**config.mk**
```make
export PLATFORM = sky130hd
export DESIGN_NAME = sat_counter
export DESIGN_NICKNAME = d
export VERILOG_FILES = /design/src/rtl/odd_parity_serial_checker_sat_counter.sv
export SDC_FILE = /design/constraint.sdc
export NUM_CORES = 1
export LEC_CHECK = 0
export ABC_AREA = 1
export CORE_AREA = 2 2 39 41
export DETAILED_ROUTE_END_ITERATION = 7
export DIE_AREA = 0 0 41 43
export GPL_ROUTABILITY_DRIVEN = 0
export PLACE_DENSITY_LB_ADDON = 0.25
export SYNTH_ARGS = -nofsm -noshare
export SYNTH_HDL_FRONTEND = slang
export SYNTH_SLANG_ARGS = --single-unit
export TNS_END_PERCENT = 5
```
**constraint.sdc**
```tcl
create_clock -name clk -period 1.8 [get_ports clk]
set_input_delay 0.18 -clock clk [delete_from_list [all_inputs] [get_ports clk]]
set_output_delay 0.18 -clock clk [all_outputs]
set_load 0.03 [all_outputs]
```
**src/rtl/odd_parity_serial_checker_sat_counter.sv**
```systemverilog
// Saturating up-counter with synchronous clear.
// Clear takes priority over a simultaneous increment.
module sat_counter #(
    parameter int CNT_W = 8
) (
    input  logic             clk,
    input  logic             rst_n,
    input  logic             inc,
    input  logic             clr,
    output logic [CNT_W-1:0] count
);

    // Count up on inc, stick at all-ones, clear wins.
    always_ff @(posedge clk or negedge rst_n) begin
        if (!rst_n) begin
            count <= '0;
        end else if (clr) begin
            count <= '0;
        end else if (inc && (count != {CNT_W{1'b1}})) begin
            count <= count + 1'b1;
        end
    end

endmodule

```
==> run_results.csv <==
group,metric,value,unit
outcome,status,"complete, no violations",
synthesis,syn-num-nets,79,
cts,cts.sinks,8,
setup_path,critPathRequiredTime,1.62,ns
synthesis,netlist_area,511.7,µm²
timing,clock_skew,0.001330,ns
timing,setup_viol,0,
pwr,pwr-share-seq,48.0,%
route,drt_first_pass_iters,4,
setup_path,critPathBufInv,1,
layout,top_register,"count",
layout,largest_reg_flops,8,
synthesis,synthMostInstantiatedCell,"nand2_1",
timing,worst_slew_pin_slew,0.3889,ns
global_route,grt_usage,15.66,%
placed_design,dpl-instance-area,641.9,µm²
layout,diodes,0,
layout,design.final.nets,95,
timing,hold_viol,0,
timing,setup_slack,0.1898,ns
route,drc,0,
layout,area_growth,29.83,%
layout,reg.largest.list,"count (8)",
layout,drive_above_1_share,11.36,%
job,maxCapViolCount,0,
synthesis,yosys.area.top_type,"dfrtp_1",
pwr,p_leak,0.3139,nW
setup_path,cpPeakStageDelay,0.71,ns
synthesis,synthTopCellsByCount,"nand2_1, inv_1, nand3_1",
synthesis,synth_area_leaders,"dfrtp_1, nand2_1, nand3_1",
synthesis,ys.flop_type,"dfrtp_1",
cts,numCtsBuffers,3,
placed_design,dp_hpwl,831.5,µm
cts,cts-root-buf,"clkbuf_4",
setup_path,rrSetupSlack,0.38,ns
setup_path,regToRegStartpoint,"count[0]",
cts,cts_tree,"yes",
setup_path,r2r-end,"count[7]",
floorplan,ios,12,
floorplan,die-area,1763,µm²
cts,cts-resized-gates,0,
cts,clkLatencyLatePin,0.25,ns
route,final_antenna_net_count,0,
synthesis,yosysUniqueCellTypes,15,
global_route,first_global_vias,468,
cts,cts_setup_buffers,0,
cts,clkTransAtPathRegs,0.05,ns
floorplan,chipWidth,41,µm
setup_path,critical_path_class,"reg2out",
synthesis,ys_warn_count,0,
synthesis,seq_area_frac_synth,39.12,%
global_route,grt_pass1_wl,1.876,mm
timing,rsz0062_at_grt,"false",
pwr,switchingPower,0.0001188,W
route,drt_iter0_markers,12,
setup_path,arrival,1.43,ns
pwr,peakVddDrop,0.3230,mV
floorplan,coreArea,1384,µm²
setup_path,start_kind,"flip-flop",
cts,postCtsHoldBufs,0,
pwr,netSwitchingFraction,28.71,%
timing,slew_violations,0,
min_path,hold_class,"in2async",
timing,final.min_clock_period,1.610,ns
synthesis,yosysTopAreaCellShare,39.12,%
synthesis,postSynthCellCount,74,
cts,cts.path.max_buffers,2,
setup_path,worst-path-max-fanout,7,
pwr,power_density,623.0,nW/µm²
setup_path,ff2ff_path_depth,7,
floorplan,die_h,43,µm
synthesis,synth-edff-count,0,
floorplan,initial_core_util,36.98,%
timing,setup_tns,0,ns
placed_design,numPortBuffers,11,
setup_path,end_kind,"primary output",
layout,final_core_util,48.01,%
synthesis,synth-seq-cells,8,
setup_path,path_depth,1,
global_route,antenna_found_initial,0,
cts,htree_levels,1,
route,vias_per_cell,5.019,
route,wl,1.101,mm
route,vias,522,
pwr,internal_power,0.0002951,W
route,wl_per_cell,10.59,µm
synthesis,async_reset_ff_share,100.0,%
placed_design,place_ws,0.3896,ns
layout,fin_area,664.4,µm²
pwr,clockPowerShare,33.6,%
timing,finalCritPeriodShare,89.46,%
floorplan,rows,14,
setup_path,path_cells,"clkdlybuf4s50_1",
setup_path,critPathTopFamily,"buffers and inverters",
setup_path,slowest_stage,"clkdlybuf4s50_1",
global_route,grt_overflow,0,
timing,max_slew_margin,73.99,%
global_route,grt_max_degree,9,
timing,clock.fmax,621.0,MHz
synthesis,avgSynthCellArea,6.915,µm²
pwr,power_frac_comb,18.3,%
kinds of logic (layout without fill, tap and decap cells):
logic type / after synthesis / after routing / share of synthesized area, %
DFF: 8 / 8 / 39.12
and+or+nand+nor: 46 / 46 / 39.85
buffers and inverters: 11 / 25 / 9.048
adders and majority gates: 1 / 1 / 2.445
AOI/OAI and AO/OA: 8 / 8 / 9.534
power groups by stage:
stage / clock network [W] / registers (W) / logic, W
after detailed placement: 0 / 0.000202 / 0.0000765
after floorplan: 0 / 0.000216 / 0.0000269
final: 0.000139 / 0.000199 / 0.0000758
after global routing: 0.000155 / 0.000200 / 0.0000815
after CTS: 0.000145 / 0.000199 / 0.0000768
after global placement: 0 / 0.000202 / 0.0000768
area by class of cell:
| type | count | area (µm²) |
|---|---|---|
| Clock buffer | 3 | 22.52 |
| Tap cell | 16 | 20.02 |
| Timing Repair Buffer | 11 | 110.1 |
| Multi-Input combinational cell | 55 | 265.3 |
| Fill cell | 150 | 719.4 |
| Sequential cell | 8 | 200.2 |
| Inverter | 11 | 46.29 |
how the worst max path moves through the flow:
stage                   from        to  slack [ns]
CTS                 count[5]  count[5]        0.19
detailed placement       clr  count[1]        0.39
floorplan           count[0]  count[7]        0.38
finish              count[5]  count[5]        0.19
global placement         clr  count[3]        0.38
global route        count[5]  count[5]        0.13
placed cells by master, fill, tap and decap left out:
cell type,synthesis,final
ha_1,1,1
a21oi_1,4,4
inv_1,10,10
dfrtp_1,8,8
o21ai_1,1,1
clkinv_4,1,1
o21bai_1,2,2
nand3_1,9,9
nand2_2,2,2
nand2_4,1,1
nor2_2,2,2
nand2_1,25,25
nor3_1,2,2
clkbuf_4,0,3
a21oi_2,1,1
clkdlybuf4s50_1,0,11
nor2_1,5,5
metal layers:
metal  global-route usage [%]  routed length [µm]  share of wire (%)  vias up
met5                        0                   0                  0        -
met4                    10.00                  25                2.3        0
met3                    3.141                  70                6.4        4
met2                    21.88                 461                 42       20
met1                    20.98                 543                 49      234
li1                         -                   -                  -      264
through the flow:
| stage | total power, W | hold WS, ns | cells |
|---|---|---|---|
| final | 0.0004139 | 0.2126 | 104 |
| after global routing | 0.0004373 | 0.2363 | 104 |
| after CTS | 0.0004210 | 0.2285 | 104 |
| after detailed placement | 0.0002784 | 0.4989 | 101 |
| after global placement | 0.0002787 | 0.5077 | 101 |
| after floorplan | 0.0002426 | -0.1156 | 74 |
Note: power is estimated with default switching activity, not from simulation.
